### src/rtl/fetch_sequencer.sv
// Instruction-fetch sequencer around the PC register: steers the PC's next value,
// issues imem reads and holds each fetched instruction for decode under valid/ready.
module fetch_sequencer #(
    parameter int ADDR_W   = 32,
    parameter int MEM_LAT  = 1,
    parameter int MAX_ADDR = 1000
) (
    input  logic              clk,
    input  logic              rst,
    input  logic [ADDR_W-1:0] curr_addr,
    output logic [ADDR_W-1:0] updated_addr,
    output logic              imem_rd_en,
    output logic [ADDR_W-1:0] imem_addr,
    input  logic [ADDR_W-1:0] imem_rdata,
    output logic [ADDR_W-1:0] instr,
    output logic [ADDR_W-1:0] instr_pc,
    output logic              instr_valid,
    input  logic              instr_ready,
    input  logic              halt,
    input  logic              redirect_valid,
    input  logic [ADDR_W-1:0] redirect_target,
    output logic              halted
);

    typedef enum logic [2:0] {BOOT, ISSUE, WAIT, HOLD, HALTED} state_t;

    localparam int                LAT_W     = 2;
    localparam logic [LAT_W-1:0]  LAT_INIT  = LAT_W'(MEM_LAT - 1);
    localparam logic [ADDR_W-1:0] LAST_ADDR = ADDR_W'(MAX_ADDR);

    state_t              state_q, state_d;
    logic [LAT_W-1:0]    lat_cnt_q, lat_cnt_d;
    logic [ADDR_W-1:0]   instr_q, instr_d;
    logic [ADDR_W-1:0]   instr_pc_q, instr_pc_d;
    logic                instr_valid_q, instr_valid_d;
    logic                halted_q, halted_d;
    logic                transfer;
    logic                at_end;
    logic                redirect_live;

    always_ff @(posedge clk or posedge rst) begin
        if (rst) begin
            state_q       <= BOOT;
            lat_cnt_q     <= '0;
            instr_q       <= '0;
            instr_pc_q    <= '0;
            instr_valid_q <= 1'b0;
            halted_q      <= 1'b0;
        end else begin
            state_q       <= state_d;
            lat_cnt_q     <= lat_cnt_d;
            instr_q       <= instr_d;
            instr_pc_q    <= instr_pc_d;
            instr_valid_q <= instr_valid_d;
            halted_q      <= halted_d;
        end
    end

    assign transfer      = instr_valid_q & instr_ready;
    assign at_end        = (curr_addr == LAST_ADDR);
    assign redirect_live = redirect_valid &
                           ((state_q == ISSUE) | (state_q == WAIT) | (state_q == HOLD));

    // The PC has no enable, so every path that is not advancing re-drives curr_addr.
    always_comb begin
        state_d       = state_q;
        lat_cnt_d     = lat_cnt_q;
        instr_d       = instr_q;
        instr_pc_d    = instr_pc_q;
        instr_valid_d = instr_valid_q;
        halted_d      = halted_q;
        updated_addr  = curr_addr;

        if (redirect_live) begin
            // A taken branch wins over any in-flight read and any pending transfer.
            updated_addr  = redirect_target;
            instr_valid_d = 1'b0;
            state_d       = ISSUE;
        end else begin
            case (state_q)
                BOOT: begin
                    updated_addr = '0;
                    state_d      = ISSUE;
                end
                ISSUE: begin
                    lat_cnt_d = LAT_INIT;
                    state_d   = WAIT;
                end
                WAIT: begin
                    if (lat_cnt_q != '0) begin
                        lat_cnt_d = lat_cnt_q - 1'b1;
                    end else begin
                        instr_d       = imem_rdata;
                        instr_pc_d    = curr_addr;
                        instr_valid_d = 1'b1;
                        state_d       = HOLD;
                    end
                end
                HOLD: begin
                    if (transfer) begin
                        instr_valid_d = 1'b0;
                        if (halt || at_end) begin
                            halted_d = 1'b1;
                            state_d  = HALTED;
                        end else begin
                            updated_addr = curr_addr + ADDR_W'(1);
                            state_d      = ISSUE;
                        end
                    end
                end
                HALTED: begin
                    state_d = HALTED;
                end
                default: begin
                    state_d = BOOT;
                end
            endcase
        end
    end

    assign imem_rd_en  = (state_q == ISSUE);
    assign imem_addr   = curr_addr;
    assign instr       = instr_q;
    assign instr_pc    = instr_pc_q;
    assign instr_valid = instr_valid_q;
    assign halted      = halted_q;

endmodule
### config.mk
export PLATFORM = sky130hd
export DESIGN_NAME = fetch_sequencer
export DESIGN_NICKNAME = d
export VERILOG_FILES = /design/src/rtl/fetch_sequencer.sv
export SDC_FILE = /design/constraint.sdc
export NUM_CORES = 1
export LEC_CHECK = 0
export CAP_MARGIN = 20
export CORE_ASPECT_RATIO = 0.75
export CORE_UTILIZATION = 30
export DETAILED_ROUTE_END_ITERATION = 7
export GPL_TIMING_DRIVEN = 0
export PLACE_DENSITY = 0.74
export SYNTH_ARGS = -nofsm -noshare
export SYNTH_HDL_FRONTEND = slang
export SYNTH_SLANG_ARGS = --single-unit
export TNS_END_PERCENT = 30
### constraint.sdc
create_clock -name clk -period 6.4 [get_ports clk]
set_clock_uncertainty 0.15 [all_clocks]
set_input_delay 0.64 -clock clk [delete_from_list [all_inputs] [get_ports clk]]
set_output_delay 0.64 -clock clk [all_outputs]
set_load 0.01 [all_outputs]
==> flow_summary.yaml <==
floorplanning:
  die_h_um: 107
  num_rows: 37
  coreArea_um2: 14000
  die_x_um: 141
  initial_core_util: 0.312
  fp.dieArea_um2: 15100
  io_pins: 232
global_routing:
  grt_pass1_wl_um: 24700
  track_usage: 0.219
  grt-ovfl-total: 0
  grt_pass1_vias: 4504
  grt_max_degree: 72
  antenna_found_initial: 0
final_layout:
  register_area_um2: 1780
  fillers: 1282
  layout.nets: 797
  drive_gt1_frac: 0.202
  multi_input_area_um2: 2200
  n_antenna_cell: 0
  areaGrowthSynthToFinish_pct: 65.4
  final_util: 0.517
run:
  max_cap_violations: 0
logic_synthesis:
  synth.yosys.seq_area_share: 0.407
  async_flop_share: 1.00
  ys_types: 49
  synth_top_area_frac: 0.407
  yosys_warnings: 0
  synth_area_leaders: "dfrtp_1, mux2_2, buf_4"
  synth_area_um2: 4370
  netlist_instances: 451
  synth_most_common_cell: "dfrtp_1"
  ys.flop_type: "dfrtp_1"
  synth_top_area_cell: "dfrtp_1"
  synth.top_cells.by_count: "dfrtp_1, mux2_2, nand2_1, buf_4, nor2_1"
  synth_edf_count: 0
  postSynthAreaPerCell_um2: 9.69
  ys_ff_latch: 71
  syn-num-nets: 555
placement:
  place_congestion: 0.864
  io_buffers: 231
  dp_hpwl_um: 12600
critical_path:
  cp_slowest_cell: "nor4_4"
  critPathRequiredTime_ns: 5.61
  crit_path_max_fanout: 9
  critPathArrivalTime_ns: 3.88
  crit_path_cell_trace: "clkdlybuf4s50_1 > ha_1 > nand3_2 > nor4_4 > nand2_2 > or4_1 > nand3_1 > clkdlybuf4s50_1"
  slowest_delay_ns: 0.76
  cp.depth: 8
  cp_top_family: "simple AND/OR/NAND/NOR gates"
  r2r_setup_slack_ns: 3.97
  timing_worst_setup_path_type: "primary input to output pin"
  critPathLaunchType: "primary input"
  path_buf_inv: 2
  end_kind: "output pin"
  rr_worst_depth: 8
  crit_top_cell: "clkdlybuf4s50_1"
route:
  ant_nets: 0
  vias: 4563
  routed_wl_um: 16200
  drtIter0Drc: 394
  drt-vias-per-instance: 5.12
  wire_per_inst_um: 18.2
  drc: 0
  dr.pass1.iters: 5
power:
  power_density_nw_per_um2: 352
  p_total_w: 0.00254
  power_leakage_nw: 2.95
  peakVddDrop_mv: 0.247
clock_tree:
  cts_buffers: 9
  cts_hold_buffers: 0
  clkLatencyLatePin_ns: 0.33
  cts_sinks: 71
  htree_num_levels: 3
  post_cts_buffers: 0
  root_buffer: "clkbuf_16"
  cts.repair.resized: 0
  clk_path_buf_depth: 2
  clkSlewWorstSetupHoldPaths_ns: 0.05
  tritoncts: "yes"
min_path:
  hold_class: "register to register"
  min_path_cells: 2
timing:
  hold_viol_final: 0
  period_needed_ns: 4.67
  post-route-period-util: 0.730
  fmax_ghz: 0.214
  tns_ns: 0
  report.final.slew_viol_count: 0
  slew-limit-headroom: 0.245
  tightestPinTransition_ns: 1.12
  setup_violations: 0
  rsz0062_at_grt: "false"
run_status:
  status: "finished, final reports clean"
==> worst paths after layout <==
check	startpoint	endpoint
setup / recovery	curr_addr[1]	updated_addr[24]
hold / removal	instr_pc[0]	instr_pc[0]
setup reg to reg	state_q[2]	instr_pc[25]
hold reg to reg	instr_pc[0]	instr_pc[0]
max in group asynchronous	rst	instr_pc[11]
min in group asynchronous	rst	instr[24]
==> tightest hold or removal path: cells and delay by family, from the launching register on <==
family	cells	cell delay (ns)
simple gates	1	0.05
compound gates	1	0.06
flops	1	0.34
==> stage by stage <==
stage               cell area (um^2)  setup WS, ns  std cells  hold WS, ns
global route                    7220          1.56        892        0.363
CTS                             7220          1.77        892        0.339
global placement                6920          1.80        877        0.319
floorplan                       4370          3.47        451        0.318
detailed placement              6930          1.80        877        0.327
finish                          7220          1.73        892        0.331
==> sequential cells by signal, summed over array words and instances (netlist names) <==
| signal | flops |
|---|---|
| instr | 32 |
| halted | 1 |
| instr_valid | 1 |
| lat_cnt_q | 2 |
| instr_pc | 32 |
| state_q | 3 |
==> where the power goes <==
| part | internal, W | switching, W |
|---|---|---|
| registers | 0.000663 | 0.000114 |
| clock network | 0.000310 | 0.000193 |
| logic | 0.000743 | 0.000517 |
| total | 0.00172 | 0.000825 |
==> final cells by class <==
| type | instances | share of cell area |
|---|---|---|
| Clock buffer | 10 | 0.0331 |
| Multi-Input combinational cell | 313 | 0.305 |
| Clock inverter | 5 | 0.00814 |
| Timing Repair Buffer | 231 | 0.320 |
| Buffer | 56 | 0.0478 |
| Tap cell | 195 | 0.0338 |
| Sequential cell | 71 | 0.246 |
| Inverter | 11 | 0.00606 |
==> layer usage <==
metal | share of wire | global-route usage | up-vias
met5 | 0 | 0 | -
met4 | 0.016 | 0.0613 | 0
met3 | 0.090 | 0.0667 | 23
met2 | 0.46 | 0.350 | 231
met1 | 0.43 | 0.284 | 2218
li1 | - | - | 2091
==> kinds of logic (layout without fill, tap and decap cells) <==
group,count (synthesis),after routing,synth area share
flops,71,71,0.407
buf+inv,67,313,0.0885
compound gates,65,65,0.0974
simple gates,173,173,0.214
mux,72,72,0.185
fa+ha+maj,3,3,0.00859
==> cell usage in the layout, fill, tap and decap left out, types with 3 or more instances in the layout <==
cell,count
or3_1,7
and3_1,4
clkbuf_16,9
dfrtp_1,71
nor2b_1,3
a31oi_1,13
a32oi_1,3
nor4b_1,3
mux2_2,70
a21oi_1,11
o21ai_0,14
buf_4,33
nand4_1,16
and4_1,4
buf_2,9
and2_1,4
or4_1,3
clkdlybuf4s50_1,231
o211ai_1,11
nor4_1,5
inv_1,10
or2_2,4
clkbuf_1,14
ha_1,3
nand3_1,16
nand2_1,55
nor2_1,32
nor3_1,3
(Power assumes the default switching activity.)
